[src/rtl/riscv_defines.sv]
// Shared FPU command encodings and widths used by the core and the FPU arbiter.
package riscv_defines;

   localparam int unsigned C_CMD   = 4;
   localparam int unsigned C_RM    = 3;
   localparam int unsigned C_FFLAG = 5;

   localparam logic [C_CMD-1:0] C_FPU_ADD_CMD    = 4'h0;
   localparam logic [C_CMD-1:0] C_FPU_SUB_CMD    = 4'h1;
   localparam logic [C_CMD-1:0] C_FPU_MUL_CMD    = 4'h2;
   localparam logic [C_CMD-1:0] C_FPU_DIV_CMD    = 4'h3;
   localparam logic [C_CMD-1:0] C_FPU_I2F_CMD    = 4'h4;
   localparam logic [C_CMD-1:0] C_FPU_F2I_CMD    = 4'h5;
   localparam logic [C_CMD-1:0] C_FPU_SQRT_CMD   = 4'h6;
   localparam logic [C_CMD-1:0] C_FPU_NOP_CMD    = 4'h7;
   localparam logic [C_CMD-1:0] C_FPU_FMADD_CMD  = 4'h8;
   localparam logic [C_CMD-1:0] C_FPU_FMSUB_CMD  = 4'h9;
   localparam logic [C_CMD-1:0] C_FPU_FNMADD_CMD = 4'hA;
   localparam logic [C_CMD-1:0] C_FPU_FNMSUB_CMD = 4'hB;

   // Upper bound on the number of requesters sharing one FPU
   localparam int unsigned FPU_ARB_MAX_REQ = 8;

   // True for the long-latency iterative commands
   function automatic logic is_divsqrt(input logic [C_CMD-1:0] cmd);
      return (cmd == C_FPU_DIV_CMD) || (cmd == C_FPU_SQRT_CMD);
   endfunction

endpackage

[src/rtl/riscv_fpu_arbiter_if.sv]
// Command/response bus between the FPU arbiter (master) and the shared FPU (slave).
interface riscv_fpu_arbiter_if #(
   parameter int unsigned C_OP_WIDTH = 32
) ();
   import riscv_defines::*;

   logic                  fpu_valid_o;
   logic                  fpu_ready_i;
   logic [C_OP_WIDTH-1:0] fpu_op_a_o;
   logic [C_OP_WIDTH-1:0] fpu_op_b_o;
   logic [C_OP_WIDTH-1:0] fpu_op_c_o;
   logic [C_CMD-1:0]      fpu_cmd_o;
   logic [C_RM-1:0]       fpu_rm_o;
   logic                  fpu_rvalid_i;
   logic [C_OP_WIDTH-1:0] fpu_result_i;
   logic [C_FFLAG-1:0]    fpu_fflags_i;

   modport master (
      output fpu_valid_o, fpu_op_a_o, fpu_op_b_o, fpu_op_c_o, fpu_cmd_o, fpu_rm_o,
      input  fpu_ready_i, fpu_rvalid_i, fpu_result_i, fpu_fflags_i
   );

   modport slave (
      input  fpu_valid_o, fpu_op_a_o, fpu_op_b_o, fpu_op_c_o, fpu_cmd_o, fpu_rm_o,
      output fpu_ready_i, fpu_rvalid_i, fpu_result_i, fpu_fflags_i
   );

endinterface

[src/rtl/riscv_fpu_arb_tag_fifo.sv]
// In-order tag FIFO holding the requester ID (and optional div/sqrt mark) of each in-flight command.
module riscv_fpu_arb_tag_fifo #(
   parameter int unsigned DEPTH  = 4,
   parameter int unsigned DATA_W = 2
) (
   input  logic                       clk,
   input  logic                       rst,
   input  logic                       push_i,
   input  logic [DATA_W-1:0]          data_i,
   input  logic                       pop_i,
   output logic [DATA_W-1:0]          data_o,
   output logic                       full_o,
   output logic                       empty_o,
   output logic [$clog2(DEPTH):0]     count_o
);

   localparam int unsigned AW    = $clog2(DEPTH);
   localparam int unsigned CNT_W = AW + 1;

   logic [DATA_W-1:0] r_mem [DEPTH];
   logic [AW-1:0]     r_wr_ptr;
   logic [AW-1:0]     r_rd_ptr;
   logic [CNT_W-1:0]  r_count;
   logic              w_push;
   logic              w_pop;

   assign full_o  = (r_count == CNT_W'(DEPTH));
   assign empty_o = (r_count == '0);
   assign count_o = r_count;
   assign data_o  = r_mem[r_rd_ptr];
   assign w_push  = push_i & ~full_o;
   assign w_pop   = pop_i & ~empty_o;

   // Storage write; contents are don't-care until pushed
   always_ff @(posedge clk) begin
      if (w_push) r_mem[r_wr_ptr] <= data_i;
   end

   // Pointers wrap naturally modulo the power-of-two depth
   always_ff @(posedge clk or posedge rst) begin
      if (rst) begin
         r_wr_ptr <= '0;
         r_rd_ptr <= '0;
         r_count  <= '0;
      end else begin
         if (w_push) r_wr_ptr <= r_wr_ptr + AW'(1);
         if (w_pop)  r_rd_ptr <= r_rd_ptr + AW'(1);
         case ({w_push, w_pop})
            2'b10:   r_count <= r_count + CNT_W'(1);
            2'b01:   r_count <= r_count - CNT_W'(1);
            default: r_count <= r_count;
         endcase
      end
   end

endmodule

[src/rtl/riscv_fpu_arbiter.sv]
// Round-robin arbiter sharing one FPU between NUM_REQ requesters, with in-order result routing.
// Optional: define RISCV_FPU_ARB_DIVSQRT_BLOCK_EN to hold off new DIV/SQRT while one is in flight.
module riscv_fpu_arbiter
   import riscv_defines::*;
#(
   parameter int unsigned NUM_REQ    = 4,
   parameter int unsigned DEPTH      = 4,
   parameter int unsigned C_OP_WIDTH = 32
) (
   input  logic                          clk,
   input  logic                          rst,
   input  logic [NUM_REQ-1:0]            req_i,
   output logic [NUM_REQ-1:0]            gnt_o,
   input  logic [NUM_REQ*C_OP_WIDTH-1:0] op_a_i,
   input  logic [NUM_REQ*C_OP_WIDTH-1:0] op_b_i,
   input  logic [NUM_REQ*C_OP_WIDTH-1:0] op_c_i,
   input  logic [NUM_REQ*C_CMD-1:0]      cmd_i,
   input  logic [NUM_REQ*C_RM-1:0]       rm_i,
   output logic [NUM_REQ-1:0]            rvalid_o,
   output logic [C_OP_WIDTH-1:0]         result_o,
   output logic [C_FFLAG-1:0]            fflags_o,
   riscv_fpu_arbiter_if.master           fpu,
   output logic                          err_o,
   output logic                          busy_o
);

   localparam int unsigned ID_W  = (NUM_REQ > 1) ? $clog2(NUM_REQ) : 1;
   localparam int unsigned CNT_W = $clog2(DEPTH) + 1;
`ifdef RISCV_FPU_ARB_DIVSQRT_BLOCK_EN
   localparam int unsigned TAG_W = ID_W + 1;
`else
   localparam int unsigned TAG_W = ID_W;
`endif

   logic [ID_W-1:0]       r_ptr;
   logic [NUM_REQ-1:0]    r_rvalid;
   logic [C_OP_WIDTH-1:0] r_result;
   logic [C_FFLAG-1:0]    r_fflags;
   logic                  r_err;

   logic [NUM_REQ-1:0]    w_req_eff;
   logic [ID_W-1:0]       w_winner;
   logic [ID_W-1:0]       w_hi;
   logic [ID_W-1:0]       w_lo;
   logic                  w_hi_found;
   logic                  w_lo_found;
   logic                  w_issue_en;
   logic                  w_hs;
   logic                  w_pop;
   logic                  w_full;
   logic                  w_empty;
   logic [CNT_W-1:0]      w_count;
   logic [TAG_W-1:0]      w_push_tag;
   logic [TAG_W-1:0]      w_head_tag;
   logic [ID_W-1:0]       w_head_id;
   logic [C_CMD-1:0]      w_win_cmd;

`ifdef RISCV_FPU_ARB_DIVSQRT_BLOCK_EN
   logic r_div_busy;
   logic w_win_divsqrt;

   // Mask requesters presenting DIV/SQRT while the divider is occupied
   always_comb begin
      w_req_eff = req_i;
      for (int r = 0; r < NUM_REQ; r++) begin
         if (r_div_busy && is_divsqrt(cmd_i[r*C_CMD +: C_CMD])) w_req_eff[r] = 1'b0;
      end
   end

   assign w_win_divsqrt = is_divsqrt(w_win_cmd);
   assign w_push_tag    = {w_win_divsqrt, w_winner};

   // Divider occupancy: set on DIV/SQRT issue, cleared by its tagged response
   always_ff @(posedge clk or posedge rst) begin
      if (rst)                             r_div_busy <= 1'b0;
      else if (w_hs && w_win_divsqrt)      r_div_busy <= 1'b1;
      else if (w_pop && w_head_tag[ID_W])  r_div_busy <= 1'b0;
   end
`else
   assign w_req_eff  = req_i;
   assign w_push_tag = w_winner;
`endif

   // Round-robin search: lowest request at/after the pointer, else lowest overall
   always_comb begin
      w_hi       = '0;
      w_lo       = '0;
      w_hi_found = 1'b0;
      w_lo_found = 1'b0;
      for (int i = NUM_REQ - 1; i >= 0; i--) begin
         if (w_req_eff[i]) begin
            w_lo       = ID_W'(i);
            w_lo_found = 1'b1;
            if (i >= int'(r_ptr)) begin
               w_hi       = ID_W'(i);
               w_hi_found = 1'b1;
            end
         end
      end
      w_winner = w_hi_found ? w_hi : w_lo;
   end

   assign w_issue_en = w_lo_found & ~w_full;
   assign w_hs       = w_issue_en & fpu.fpu_ready_i;
   assign w_pop      = fpu.fpu_rvalid_i & ~w_empty;
   assign w_head_id  = w_head_tag[ID_W-1:0];
   assign w_win_cmd  = cmd_i[32'(w_winner)*C_CMD +: C_CMD];

   assign fpu.fpu_valid_o = w_issue_en;
   assign fpu.fpu_op_a_o  = op_a_i[32'(w_winner)*C_OP_WIDTH +: C_OP_WIDTH];
   assign fpu.fpu_op_b_o  = op_b_i[32'(w_winner)*C_OP_WIDTH +: C_OP_WIDTH];
   assign fpu.fpu_op_c_o  = op_c_i[32'(w_winner)*C_OP_WIDTH +: C_OP_WIDTH];
   assign fpu.fpu_cmd_o   = w_win_cmd;
   assign fpu.fpu_rm_o    = rm_i[32'(w_winner)*C_RM +: C_RM];

   // One-hot grant on the handshake
   always_comb begin
      gnt_o = '0;
      if (w_hs) gnt_o[w_winner] = 1'b1;
   end

   // Pointer moves one past the granted requester
   always_ff @(posedge clk or posedge rst) begin
      if (rst) begin
         r_ptr <= '0;
      end else if (w_hs) begin
         r_ptr <= (w_winner == ID_W'(NUM_REQ - 1)) ? '0 : w_winner + ID_W'(1);
      end
   end

   riscv_fpu_arb_tag_fifo #(
      .DEPTH  (DEPTH),
      .DATA_W (TAG_W)
   ) u_tag_fifo (
      .clk     (clk),
      .rst     (rst),
      .push_i  (w_hs),
      .data_i  (w_push_tag),
      .pop_i   (w_pop),
      .data_o  (w_head_tag),
      .full_o  (w_full),
      .empty_o (w_empty),
      .count_o (w_count)
   );

   // Response routing to the oldest in-flight requester; orphan responses raise a sticky error
   always_ff @(posedge clk or posedge rst) begin
      if (rst) begin
         r_rvalid <= '0;
         r_result <= '0;
         r_fflags <= '0;
         r_err    <= 1'b0;
      end else begin
         r_rvalid <= '0;
         if (w_pop) begin
            r_rvalid[w_head_id] <= 1'b1;
            r_result            <= fpu.fpu_result_i;
            r_fflags            <= fpu.fpu_fflags_i;
         end
         if (fpu.fpu_rvalid_i && w_empty) r_err <= 1'b1;
      end
   end

   assign rvalid_o = r_rvalid;
   assign result_o = r_result;
   assign fflags_o = r_fflags;
   assign err_o    = r_err;
   assign busy_o   = (w_count != '0);

endmodule
[src/flat_wrapper.sv]
// flat-port wrapper written by rule: the top's interface ports become plain ports
module riscv_fpu_arbiter_flat import riscv_defines::*;
#(
   parameter int unsigned NUM_REQ    = 4,
   parameter int unsigned DEPTH      = 4,
   parameter int unsigned C_OP_WIDTH = 32
)
  (clk, rst, req_i, gnt_o, op_a_i, op_b_i, op_c_i, cmd_i, rm_i, rvalid_o, result_o, fflags_o, err_o, busy_o, fpu_fpu_valid_o, fpu_fpu_op_a_o, fpu_fpu_op_b_o, fpu_fpu_op_c_o, fpu_fpu_cmd_o, fpu_fpu_rm_o, fpu_fpu_ready_i, fpu_fpu_rvalid_i, fpu_fpu_result_i, fpu_fpu_fflags_i);
  riscv_fpu_arbiter_if #(.C_OP_WIDTH(C_OP_WIDTH)) fpu_i ();
  input  logic clk;
  input  logic rst;
  input  logic [NUM_REQ-1:0] req_i;
  output logic [NUM_REQ-1:0] gnt_o;
  input  logic [NUM_REQ*C_OP_WIDTH-1:0] op_a_i;
  input  logic [NUM_REQ*C_OP_WIDTH-1:0] op_b_i;
  input  logic [NUM_REQ*C_OP_WIDTH-1:0] op_c_i;
  input  logic [NUM_REQ*C_CMD-1:0] cmd_i;
  input  logic [NUM_REQ*C_RM-1:0] rm_i;
  output logic [NUM_REQ-1:0] rvalid_o;
  output logic [C_OP_WIDTH-1:0] result_o;
  output logic [C_FFLAG-1:0] fflags_o;
  output logic err_o;
  output logic busy_o;
  output wire logic [$bits(fpu_i.fpu_valid_o)-1:0] fpu_fpu_valid_o;
  output wire logic [$bits(fpu_i.fpu_op_a_o)-1:0] fpu_fpu_op_a_o;
  output wire logic [$bits(fpu_i.fpu_op_b_o)-1:0] fpu_fpu_op_b_o;
  output wire logic [$bits(fpu_i.fpu_op_c_o)-1:0] fpu_fpu_op_c_o;
  output wire logic [$bits(fpu_i.fpu_cmd_o)-1:0] fpu_fpu_cmd_o;
  output wire logic [$bits(fpu_i.fpu_rm_o)-1:0] fpu_fpu_rm_o;
  input wire logic [$bits(fpu_i.fpu_ready_i)-1:0] fpu_fpu_ready_i;
  input wire logic [$bits(fpu_i.fpu_rvalid_i)-1:0] fpu_fpu_rvalid_i;
  input wire logic [$bits(fpu_i.fpu_result_i)-1:0] fpu_fpu_result_i;
  input wire logic [$bits(fpu_i.fpu_fflags_i)-1:0] fpu_fpu_fflags_i;
  assign fpu_fpu_valid_o = fpu_i.fpu_valid_o;
  assign fpu_fpu_op_a_o = fpu_i.fpu_op_a_o;
  assign fpu_fpu_op_b_o = fpu_i.fpu_op_b_o;
  assign fpu_fpu_op_c_o = fpu_i.fpu_op_c_o;
  assign fpu_fpu_cmd_o = fpu_i.fpu_cmd_o;
  assign fpu_fpu_rm_o = fpu_i.fpu_rm_o;
  assign fpu_i.fpu_ready_i = fpu_fpu_ready_i;
  assign fpu_i.fpu_rvalid_i = fpu_fpu_rvalid_i;
  assign fpu_i.fpu_result_i = fpu_fpu_result_i;
  assign fpu_i.fpu_fflags_i = fpu_fpu_fflags_i;
  riscv_fpu_arbiter #(.NUM_REQ(NUM_REQ), .DEPTH(DEPTH), .C_OP_WIDTH(C_OP_WIDTH)) u_core (.clk(clk), .rst(rst), .req_i(req_i), .gnt_o(gnt_o), .op_a_i(op_a_i), .op_b_i(op_b_i), .op_c_i(op_c_i), .cmd_i(cmd_i), .rm_i(rm_i), .rvalid_o(rvalid_o), .result_o(result_o), .fflags_o(fflags_o), .fpu(fpu_i), .err_o(err_o), .busy_o(busy_o));
endmodule
[config.mk]
export PLATFORM = sky130hd
export DESIGN_NAME = riscv_fpu_arbiter_flat
export DESIGN_NICKNAME = d
export VERILOG_FILES = /design/src/rtl/riscv_defines.sv /design/src/rtl/riscv_fpu_arbiter_if.sv /design/src/rtl/riscv_fpu_arb_tag_fifo.sv /design/src/rtl/riscv_fpu_arbiter.sv /design/src/flat_wrapper.sv
export SDC_FILE = /design/constraint.sdc
export NUM_CORES = 1
export LEC_CHECK = 0
export ABC_CLOCK_PERIOD_IN_PS = 2850
export BUFFER_PORTS_ARGS = -buffer_cell sky130_fd_sc_hd__buf_2
export CAP_MARGIN = 5
export CORE_AREA = 2 2 238 240
export DETAILED_ROUTE_END_ITERATION = 12
export DIE_AREA = 0 0 240 242
export GPL_TIMING_DRIVEN = 0
export MAX_ROUTING_LAYER = met4
export SETUP_SLACK_MARGIN = 0.5
export SYNTH_ARGS = -nofsm -noshare
export SYNTH_HDL_FRONTEND = slang
export SYNTH_SLANG_ARGS = --single-unit
[constraint.sdc]
create_clock -name clk -period 2.85 [get_ports clk]
set_clock_uncertainty 0.15 [all_clocks]
set_input_delay 0.4275 -clock clk [delete_from_list [all_inputs] [get_ports clk]]
set_output_delay 0.4275 -clock clk [all_outputs]
set_load 0.005 [all_outputs]
# After elaboration in Yosys (flattened, before gate mapping)
# Memory sizes are Yosys's and may differ from the RTL's.
# Cells that the tools add are included.
# classes
n_bitwise	7
reduce_logical	6
eq_ne	4
n_lt_le_gt_ge	7
n_addsub	5
n_mux	31
multipliers	1
shifts	5
# ops
cell	n
$shiftx 128x8->32	3
$mux 2	12
$shiftx 16x5->4	1
$mux 1	14
$shiftx 12x5->3	1
$mux 4	2
$add 2x1->2 const B	3
$lt 2x3->1 const B	2
$pmux 3 s2	1
$and 1x1->1	5
$demux 1 s2	2
$eq 2x2->1 const B	2
$ge 1x2->1 const A	2
$ge 2x1->1 const B	2
$mul 2x2->4 const B	1
$add 3x1->3 const B	1
$eq 3x3->1 const B	1
$logic_and 1x1->1	3
$logic_not 3->1	1
$reduce_bool 3->1	1
$sub 3x1->3 const B	1
$eq 2x1->1 const B	1
$ge 2x2->1 const A	1
$not 1->1	2
$reduce_bool 2->1	1
# totals
inputBits	457
ff_bits	51
ramBits	8
n_memories	1
# memory_table
name	words	width	rd	rd_ports_with_merged_regs	write_ports	line_no	source
u_core.u_tag_fifo.r_mem	4	2	1	0	1	riscv_fpu_arb_tag_fifo.sv:20	logic [DATA_W-1:0] r_mem [DEPTH];

# Logic depth before layout (Yosys ltp)
# Gate-level depths: netlist of the first run.
# depth
depth_word	13
ltp_mapped	11

# Modules after synthesis
# From an unflattened synthesis of the first run, not the netlist that was laid out.
# unflattened
hier_cells	1179
hier_area_um2	8936.1
# modules_own_cells
module	cells_each	area_per_inst_um2	seq_area_each_um2	instances
riscv_fpu_arbiter	1131	8206.6	1101.1	1
riscv_fpu_arb_tag_fifo	48	729.4	415.4	1

# Worst setup path after synthesis of the first run
# No wires, ideal clock.
# synth_path
path_type	input -> register
start	input port req_i[2]
end	register u_core.u_tag_fifo.r_count[2] (netlist: u_core.u_tag_fifo.count_o[2])
n_path_buf	1
required_time_ns	2.621
stages	11
path_slack_ns	0.427
arrival_ns	2.194
cell_sequence	nor4_1 a31oi_2 and2_1 buf_2 inv_1 ha_1 inv_1 fa_1 xor2_1 nor2_1 xor2_1
# synth_via
elab_chain_cells	8
elab_cells_between_ends	10
classes_between	2 x eq/ne; 4 x mux; 3 x bitwise; 1 x reduce/logical
# synth_rtl
element	line_no	source
start, declared	flat_wrapper.sv:12	input logic [NUM_REQ-1:0] req_i;
$mux 1 (*) (3 in series)	riscv_fpu_arbiter.sv:91	if (w_req_eff[i]) begin
$and 1x1->1 (*)	riscv_fpu_arbiter.sv:103	assign w_issue_en = w_lo_found & ~w_full;
via fpu_fpu_valid_o	flat_wrapper.sv:24	output wire logic [$bits(fpu_i.fpu_valid_o)-1:0] fpu_fpu_valid_o;
$and 1x1->1 (*)	riscv_fpu_arbiter.sv:104	assign w_hs = w_issue_en & fpu.fpu_ready_i;
$and 1x1->1 (*)	riscv_fpu_arb_tag_fifo.sv:31	assign w_push = push_i & ~full_o;
$eq 2x1->1 / $eq 2x2->1 (equally long branches)	riscv_fpu_arb_tag_fifo.sv:48	case ({w_push, w_pop})
$pmux 3 s2 / $reduce_bool 2->1 (equally long branches)	--	
end signal, assigned	riscv_fpu_arb_tag_fifo.sv:49	2'b10: r_count <= r_count + CNT_W'(1);
end signal, assigned	riscv_fpu_arb_tag_fifo.sv:50	2'b01: r_count <= r_count - CNT_W'(1);
end signal, assigned	riscv_fpu_arb_tag_fifo.sv:51	default: r_count <= r_count;
end, declared	riscv_fpu_arb_tag_fifo.sv:23	logic [CNT_W-1:0] r_count;
# The timed path passes the listed nets; every way through them passes the cells marked *.
# A chain may end at the register's enable or synchronous reset.

# Worst setup path in the final report of the first run
# layout_path
start	register u_core.r_ptr[1]
end	output port fpu_fpu_op_c_o[15]
# layout_via
elab_chain_cells	9
elab_cells_between_ends	17
classes_between	3 x order compare; 1 x shift; 13 x mux
# layout_rtl
element	line_no	source
start, declared	riscv_fpu_arbiter.sv:35	logic [ID_W-1:0] r_ptr;
start signal, assigned	riscv_fpu_arbiter.sv:127	r_ptr <= (w_winner == ID_W'(NUM_REQ - 1)) ? '0 : w_winner + ID_W'(1);
$ge 2x2->1	riscv_fpu_arbiter.sv:94	if (i >= int'(r_ptr)) begin
$mux 2 / $mux 1 (equally long branches)	riscv_fpu_arbiter.sv:94	
$mux 2 / $mux 1 (equally long branches)	riscv_fpu_arbiter.sv:91	
$mux 2 / $mux 1 (equally long branches)	riscv_fpu_arbiter.sv:94	
$mux 2 / $mux 1 (equally long branches)	riscv_fpu_arbiter.sv:91	
$mux 2 / $mux 1 (equally long branches)	riscv_fpu_arbiter.sv:94	
$mux 2 / $mux 1 (equally long branches)	riscv_fpu_arbiter.sv:91	
$mux 2 (*)	riscv_fpu_arbiter.sv:100	w_winner = w_hi_found ? w_hi : w_lo;
$shiftx 128x8->32 (*)	riscv_fpu_arbiter.sv:112	assign fpu.fpu_op_c_o = op_c_i[32'(w_winner)*C_OP_WIDTH +: C_OP_WIDTH];
end, declared	flat_wrapper.sv:27	output wire logic [$bits(fpu_i.fpu_op_c_o)-1:0] fpu_fpu_op_c_o;
# Every way passes the cells marked *; elsewhere a longest branch is shown, timed or not.

==> results.cfg, run 1 <==
[cts]
cts.path.max_buffers = 2
clk_latency_ns = 0.33
htree_levels = 3
cts_buffers = 9
clk_pin_slew_ns = 0.05
cts_root_buf = clkbuf_16
cts_tree = done
clkSinkCount = 59

[global_routing]
grt_pass1_wl_mm = 48.5
overflow = 0
first_global_vias = 7213
grt_start_max_net_pins = 41
track_usage = 0.121
antenna_found_initial = 11

[logic_synthesis]
syn-num-nets = 1058
syn-instance-count = 591
synth_cell_type_count = 33
syn_avg_cell_area_um2 = 9.94
synth_ff_type = dfrtp_1
synth_edf_count = 8
async_reset_ff_frac = 0.864
seq_area_frac_synth = 0.258
yosys_warnings = 0
synth_area_um2 = 5880
synth_seq_cells = 59

[setup_path]
cp_data_required_time_ns = 2.27
cp_max_fo = 8
critPathKind = reg2out
critPathLaunchType = register
worst_ep_arrival_time_ns = 2.46
critPathTopFamily = buffers and inverters
path_cells = mux2i_1 -> nor2_2 -> a311oi_4 -> buf_6 -> buf_12 -> buf_6 -> buf_4 -> mux2i_1 -> buf_4
crit_buf_inv = 5
cpPeakStageDelay_ns = 0.44
endpoint_kind = primary output
critPathSlowestCell = a311oi_4

[drt]
wl_met2_mm = 19.3
firstDrtPassIters = 4
route.detailed.drc = 0
detail_route.vias_per_cell = 3.53
top_layer_used = met4
wl_mm = 36.3
antenna_left = 0
vias = 7130
post_drt_wl_per_cell_um = 18.0
drtIter0Drc = 167
wl_met1_mm = 12.8
wl_met3_mm = 3.33

[timing]
rsz0062_at_grt = true
finalWorstSetupSlack_ns = -0.184
relSlewSlack = 0.631
hold_viol = 0
fmax_ghz = 0.330
min_period_ns = 3.03
finalSetupTns_ns = -10.28
tightestPinTransition_ns = 0.553
whs_ns = 0.138
finalCritPeriodShare = 1.06
setup_viol = 94
final_max_slew_viol_count = 0

[placement]
gp_congestion = 0.929
port_buffers = 607
hpwl_mm = 31.4
dpl_cell_area_um2 = 9910
place_ws_ns = -0.900

[final_layout]
seq_area_um2 = 1520
drive_gt1_frac = 0.620
postLayoutCellArea_um2 = 11700
multi_input_area_um2 = 4600
final_common_cell = buf_2
fill_cells = 6335
final_cell_mix = 581 x buf_2, 262 x mux2i_1, 115 x nand2_1
area_growth_pct = 99.0
fin_nets = 1720

[power_and_ir_drop]
p_per_area_nw_per_um2 = 780
power.total_mw = 9.13
p_leak_nw = 6.16
max-vdd-ir-drop_mv = 0.392

[run_status]
violations = negative setup slack
status = complete, but fails checks

[die]
die_w_um = 240
io_pins = 608
core_um2 = 55700
die_area_um2 = 58100
row_count = 87
start_util = 0.105
die_h_um = 242

[hold_path]
hold_path_class = in2reg

[flow_run]
max_cap_viol_count = 0
-- power by group --
group / switching (mW) / internal (mW) / total, mW
logic: 3.26 / 3.60 / 6.87
clock network: 0.366 / 0.578 / 0.944
registers: 0.155 / 1.16 / 1.32
total: 3.78 / 5.34 / 9.13
-- registers in the layout, indices dropped and copies added, names as in the netlist --
signal	flops
u_core.err_o	1
u_core.rvalid_o	4
u_core.result_o	32
u_core.u_tag_fifo.r_wr_ptr	2
u_core.u_tag_fifo.r_mem	8
u_core.u_tag_fifo.count_o	3
u_core.u_tag_fifo.r_rd_ptr	2
u_core.r_ptr	2
u_core.fflags_o	5
-- synth_stat cells, types with 3 or more instances --
cell type,number,area [um2]
dfrtp_1,51,1280
buf_4,5,37.5
a21oi_1,3,15.0
buf_6,15,169
edfxtp_1,8,240
clkbuf_1,5,18.8
nand2_1,116,435
xnor2_1,4,35.0
and3_1,9,56.3
nor2_1,5,18.8
mux2i_1,311,3110
ha_1,9,113
inv_1,11,41.3
buf_2,17,85.1
-- worst paths after layout --
path	startpoint	end	slack (ns)	cells past startpoint
worst max-delay path	u_core.r_ptr[1]	fpu_fpu_op_c_o[15]	-0.18	9
worst min register to register	u_core.fflags_o[2]	u_core.fflags_o[2]	0.32	2
max in group asynchronous	rst	u_core.r_ptr[1]	1.57	4
worst max register to register	u_core.r_ptr[1]	u_core.r_ptr[1]	0.47	8
worst min-delay path	fpu_fpu_result_i[21]	u_core.result_o[21]	0.14	3
min in group asynchronous	rst	u_core.result_o[15]	0.45	3
-- metal layers --
layer / GRT usage / vias to the layer above
li1: - / 3442
met1: 0.121 / 3265
met2: 0.227 / 381
met3: 0.0317 / 42
met4: 0.0369 / 0
met5: - / -
-- tightest hold or removal path, cell delays in order --
cell and delay, ns:
buf_2 0.07, nand2_1 0.04, nand2_1 0.05
-- cells by family after synthesis --
family / after synthesis / synth area share
AO/OA/AOI/OAI: 10 / 0.0147
XOR/XNOR: 6 / 0.00894
adder cells (fa/ha/maj): 10 / 0.0226
buffers and inverters: 57 / 0.0643
flip-flops: 59 / 0.258
multiplexers: 314 / 0.539
AND/OR/NAND/NOR: 135 / 0.0920
-- stage by stage --
stage / utilization / instances
6_report: 0.210 / 2019
4_1_cts: 0.198 / 1989
2_1_floorplan: - / 591
3_3_place_gp: 0.178 / 1954
3_5_place_dp: 0.178 / 1955
5_1_grt: 0.210 / 2016
-- repair_timing --
action                                  in CTS  in global routing
pin swaps                                    2                  4
gates cloned                                 3                  1
hold buffers                                 1                  0
gates resized for setup                    136                102
hold endpoints to repair                    11                  0
setup buffers                               15                 23
endpoints found under the setup margin     115                110
-- final cells by class --
type	count	area share
tap	756	0.0809
timing repair buffer	651	0.314
antenna	6	0.00128
inverter	13	0.00460
multi-input combinational	475	0.393
clock buffer	10	0.0196
buffer	44	0.0538
clock inverter	5	0.00267
sequential	59	0.130
No activity file was read; power rests on OpenSTA's default activity.
==> run 2: changes to the inputs <==
--- a/config.mk
+++ b/config.mk
@@ -13,6 +13,7 @@
 export DIE_AREA = 0 0 240 242
 export GPL_TIMING_DRIVEN = 0
 export MAX_ROUTING_LAYER = met4
+export PLACE_DENSITY_LB_ADDON = 0.2
 export SETUP_SLACK_MARGIN = 0.5
 export SYNTH_ARGS = -nofsm -noshare
 export SYNTH_HDL_FRONTEND = slang
==> run 2 against run 1 <==
  * The run still ends with negative setup slack left
  * Worst hold slack worse by 0.0057 ns
  * Critical path depth grew 1
  * Global-route usage grew 2.1 points
  * Flip-flop and latch count did not move
  * Fmax up 2.0%
  * Non-clock buffer count up 17
  * Sequential share of layout area down 0.45 points
==> results.cfg, run 2 (synthesis results as in run 1) <==
[run_status]
status = complete, but fails checks
violations = negative setup slack

[placement]
gp_congestion = 0.883
port_buffers = 607
dpl_cell_area_um2 = 9910
hpwl_mm = 35.4
place_inst = 1955

[setup_path]
cp_max_fo = 6
endpoint_kind = primary output
critPathLaunchType = register
ff2ff_path_depth = 9
rr_endpoint = u_core.r_ptr[1]
cp_data_required_time_ns = 2.27
critPathKind = reg2out
worst_ep_arrival_time_ns = 2.40
ff2ff_setup_slack_ns = 0.50
path_cells = buf_4 -> buf_4 -> o2bb2a_4 -> buf_12 -> buf_12 -> buf_8 -> bufbuf_16 -> mux2i_1 -> mux2i_1 -> buf_2
r2r-start = u_core.r_ptr[1]
cpPeakStageDelay_ns = 0.44
crit_buf_inv = 7
critPathTopFamily = buffers and inverters
critPathSlowestCell = dfrtp_2

[hold_path]
hold_path_depth = 3
hp-start = fpu_fpu_result_i[29]
hold_end = u_core.result_o[29]
hold_path_class = in2reg

[drt]
route.detailed.drc = 0
wl_met2_mm = 21.5
top_layer_used = met4
firstDrtPassIters = 4
drtIter0Drc = 216
wl_met1_mm = 15.8
vias = 7336
wl_mm = 42.2
wl_met3_mm = 3.26
detail_route.vias_per_cell = 3.57
post_drt_wl_per_cell_um = 20.5
antenna_left = 0

[final_layout]
drive_gt1_frac = 0.626
final_common_cell = buf_2
fill_cells = 6290
multi_input_area_um2 = 4580
postLayoutCellArea_um2 = 12100
largest_register_ffs = 32
final_cell_mix = 602 x buf_2, 266 x mux2i_1, 115 x nand2_1
fin_util = 0.217
fin_nets = 1737
stdcell_count = 2057
seq_area_um2 = 1520
area_growth_pct = 106

[die]
die_h_um = 242
io_pins = 608
start_util = 0.105
row_count = 87
core_um2 = 55700
die_w_um = 240
die_area_um2 = 58100

[cts]
cts_buffers = 9
clkSinkCount = 59
cts_tree = done
clk_latency_ns = 0.33
htree_levels = 3
clk_pin_slew_ns = 0.06
cts.path.max_buffers = 2
cts_root_buf = clkbuf_16

[power_and_ir_drop]
p_leak_nw = 6.36
p_per_area_nw_per_um2 = 787
max-vdd-ir-drop_mv = 0.256

[timing]
finalWorstSetupSlack_ns = -0.124
setup_viol = 77
finalCritPeriodShare = 1.04
min_period_ns = 2.97
whs_ns = 0.133
tightestPinTransition_ns = 0.494
relSlewSlack = 0.671
hold_viol = 0
rsz0062_at_grt = true
fmax_ghz = 0.336
final_max_slew_viol_count = 0

[global_routing]
grt_start_max_net_pins = 34
first_global_vias = 7633
antenna_found_initial = 37
track_usage = 0.142
grt_pass1_wl_mm = 55.9
overflow = 0

[flow_run]
max_cap_viol_count = 0
==> run 2: report_power, final <==
part	internal, mW	switching [mW]
clock	0.664	0.406
sequential	1.16	0.175
combinational	3.87	3.27
==> run 2: worst max-delay path by stage <==
stage	cells past startpoint	from	to	slack, ns
floorplan	11	req_i[3]	u_core.u_tag_fifo.count_o[2]	0.54
global placement	10	req_i[0]	fpu_fpu_op_b_o[5]	-0.68
detailed placement	10	req_i[0]	fpu_fpu_op_b_o[5]	-0.71
CTS	9	u_core.r_ptr[1]	fpu_fpu_op_b_o[5]	-0.17
global route	9	u_core.r_ptr[1]	fpu_fpu_op_c_o[28]	-0.20
finish	10	u_core.r_ptr[1]	fpu_fpu_op_c_o[24]	-0.12
==> run 2: timing repair <==
action / 4_1_cts / 5_1_grt
cloned: 8 / 5
setup buffers: 39 / 7
resized for setup: 181 / 55
endpoints found under the setup margin: 110 / 110
hold buffers: 1 / 0
endpoints found under the hold margin: 18 / 0
pin swaps: 0 / 4
==> run 2: stage by stage <==
stage | worst slack [ns] | power, mW | setup TNS (ns)
floorplan | 0.538 | 4.24 | 0
finish | -0.124 | 9.54 | -4.18
CTS | -0.170 | 9.23 | -6.47
global placement | -0.681 | 6.49 | -6.65
detailed placement | -0.712 | 6.50 | -8.30
global route | -0.198 | 10.2 | -13.72
==> run 2: routing by layer <==
metal / up-vias / track usage
li1: 3521 / -
met1: 3398 / 0.159
met2: 355 / 0.249
met3: 62 / 0.0255
met4: 0 / 0.0522
met5: - / -
==> run 2: worst register-to-register path, cell delays in order (launching register included) <==
cell and delay [ns]:
dfrtp_2 0.40, mux2i_1 0.22, nor2_2 0.07, a311oi_4 0.29
buf_6 0.20, buf_12 0.17, buf_12 0.16, buf_12 0.11
ha_4 0.18, mux2_1 0.28
==> run 2: area by class of cell <==
class	count	area share
well taps	756	0.0780
inverters	13	0.00506
clock inverters	5	0.00279
plain buffers	44	0.0546
diodes	26	0.00537
flip-flops and latches	59	0.125
multi-input cells	475	0.378
clock buffers	11	0.0218
repair buffers	668	0.329
==> run 3: changes to the inputs <==
--- a/config.mk
+++ b/config.mk
@@ -8,9 +8,9 @@
 export ABC_CLOCK_PERIOD_IN_PS = 2850
 export BUFFER_PORTS_ARGS = -buffer_cell sky130_fd_sc_hd__buf_2
 export CAP_MARGIN = 5
-export CORE_AREA = 2 2 238 240
+export CORE_AREA = 2 2 235 237
 export DETAILED_ROUTE_END_ITERATION = 12
-export DIE_AREA = 0 0 240 242
+export DIE_AREA = 0 0 237 239
 export GPL_TIMING_DRIVEN = 0
 export MAX_ROUTING_LAYER = met4
 export PLACE_DENSITY_LB_ADDON = 0.2
==> run 3 against run 2 <==
  * The flow still finishes with violations (negative setup slack)
  * Utilization increased by 1.2 points
  * Cell count down 2.1%
  * Critical endpoint is now fpu_fpu_op_c_o[2]
  * Flip-flop and latch count unchanged
  * Highest routed layer unchanged
  * Via count grew 0.59%
  * Power up 5.2%
  * Global-route usage about the same
  * First-iteration DRC count is 13% lower
  * Sequential share of layout area down 0.34 points
  * Wire length down 0.95%
  * Fmax increased by 1.8%
  * Register-to-register slack improved by 0.04 ns
  * Critical path type unchanged
  * Critical path depth rose by 1
==> results.cfg, run 3 (synthesis results as in run 1) <==
[die]
io_pins = 608
die_h_um = 239
core_um2 = 54300
die_area_um2 = 56600
start_util = 0.108
row_count = 86
die_w_um = 237

[timing]
tightestPinTransition_ns = 0.465
relSlewSlack = 0.690
min_period_ns = 2.92
final_max_slew_viol_count = 0
fmax_ghz = 0.342
setup_viol = 22
finalCritPeriodShare = 1.03
hold_viol = 0
rsz0062_at_grt = true
finalWorstSetupSlack_ns = -0.0720
whs_ns = 0.134

[cts]
cts.path.max_buffers = 2
cts_tree = done
clk_pin_slew_ns = 0.06
cts_buffers = 9
clkSinkCount = 59
htree_levels = 3
clk_latency_ns = 0.33
cts_root_buf = clkbuf_16

[placement]
port_buffers = 607
place_ws_ns = -0.601
dpl_cell_area_um2 = 9850
hpwl_mm = 34.3
place_inst = 1903
gp_congestion = 0.888

[power_and_ir_drop]
power_frac_seq = 0.132
p_per_area_nw_per_um2 = 806
clockPowerShare = 0.109
p_leak_nw = 6.53
max-vdd-ir-drop_mv = 0.241
netSwitchingFraction = 0.393
power_switching_mw = 3.94
p_comb_frac = 0.760
p_int_mw = 6.09
power.total_mw = 10.0

[run_status]
violations = negative setup slack
status = complete, but fails checks

[final_layout]
final_common_cell = buf_2
fin_nets = 1749
area_growth_pct = 112
final_cell_mix = 601 x buf_2, 261 x mux2i_1, 115 x nand2_1
postLayoutCellArea_um2 = 12400
largest_register_ffs = 32
stdcell_count = 2014
fill_cells = 6008
drive_gt1_frac = 0.626

[setup_path]
critPathKind = reg2out
critPathLaunchType = register
rr_endpoint = u_core.r_ptr[1]
endpoint_kind = primary output
r2r-start = u_core.r_ptr[1]
cp_max_fo = 6
worst_ep_arrival_time_ns = 2.34
ff2ff_path_depth = 9
ff2ff_setup_slack_ns = 0.54
endpoint = fpu_fpu_op_c_o[2]
cp_data_required_time_ns = 2.27
cp-startpoint = u_core.r_ptr[1]

[hold_path]
hold_path_class = in2reg
hp-start = fpu_fpu_result_i[26]

[drt]
vias = 7379
post_drt_wl_per_cell_um = 20.7
drtIter0Drc = 189
route.detailed.drc = 0
detail_route.vias_per_cell = 3.66
firstDrtPassIters = 6
wl_mm = 41.8
antenna_left = 0

[global_routing]
overflow = 0
antenna_found_initial = 35
track_usage = 0.142
grt_start_max_net_pins = 37
first_global_vias = 7743
grt_pass1_wl_mm = 55.1

[flow_run]
max_cap_viol_count = 0
run 3: changes by cell type in the layout (fill, tap and decap cells not counted), moves of 2 or more:
cell | before | now
and3_1 | 5 | 7
mux2i_1 | 266 | 261
buf_16 | 7 | 14
inv_2 | 5 | 3
mux2i_4 | 34 | 38
buf_12 | 28 | 41
buf_6 | 22 | 24
buf_4 | 27 | 18
diode_2 | 26 | 23
clkinv_4 | 0 | 2
inv_1 | 6 | 9
and3_4 | 4 | 2
run 3: power groups by stage:
stage               sequential (mW)  combinational (mW)  clock, mW
floorplan                      1.34                2.89          0
global placement               1.34                5.14          0
detailed placement             1.34                5.15          0
CTS                            1.33                7.18       1.14
global route                   1.37                8.14       1.16
finish                         1.32                7.62       1.09
run 3: per-layer routing:
layer  GRT usage  routed length (um)  up-vias
li1            -                   -     3537
met5           -                   0        -
met1       0.142               15100     3429
met3      0.0438                3370       68
met2       0.247               21400      345
met4      0.0811                1820        0
run 3: metrics by stage:
| step | util | TNS (ns) |
|---|---|---|
| floorplan | - | 0 |
| global placement | 0.181 | -5.15 |
| CTS | 0.218 | -3.21 |
| global route | 0.229 | -9.40 |
| detailed placement | 0.181 | -4.55 |
| finish | 0.229 | -0.643 |
run 3: worst min-delay path by stage:
| stage | to | slack, ns | cells after the start |
|---|---|---|---|
| 3_3_place_gp | u_core.result_o[27] | 0.31 | 2 |
| 4_1_cts | u_core.result_o[26] | 0.12 | 3 |
| 6_report | u_core.result_o[26] | 0.13 | 3 |
| 3_5_place_dp | u_core.result_o[6] | 0.29 | 2 |
| 5_1_grt | u_core.result_o[26] | 0.13 | 3 |
| 2_1_floorplan | u_core.u_tag_fifo.count_o[0] | 0.31 | 1 |
run 3: layout make-up:
class | count | area, um2 | area share
Buffer | 44 | 721 | 0.0579
Sequential cell | 59 | 1520 | 0.122
Multi-Input combinational cell | 475 | 4600 | 0.369
Inverter | 13 | 53.8 | 0.00432
Clock buffer | 9 | 225 | 0.0181
Timing Repair Buffer | 680 | 4320 | 0.347
Tap cell | 704 | 881 | 0.0708
Clock inverter | 7 | 75.1 | 0.00603
Antenna cell | 23 | 57.6 | 0.00463
run 3: critical path: stages (launching register included):
cell	delay, ns
dfrtp_2	0.44
a21oi_2	0.15
o21ai_2	0.07
o2bb2a_4	0.21
buf_12	0.15
buf_12	0.15
buf_12	0.11
buf_12	0.10
buf_12	0.13
mux2i_2	0.22
mux2i_2	0.10
buf_2	0.16
run 3: what timing repair did:
| action | in CTS | in global routing |
|---|---|---|
| resized for setup | 207 | 49 |
| hold buffers | 1 | 0 |
| buffers inserted | 37 | 15 |
| endpoints found under the hold margin | 15 | 0 |
| pin swaps | 3 | 0 |
| cloned | 13 | 6 |
| endpoints found under the setup margin | 110 | 110 |
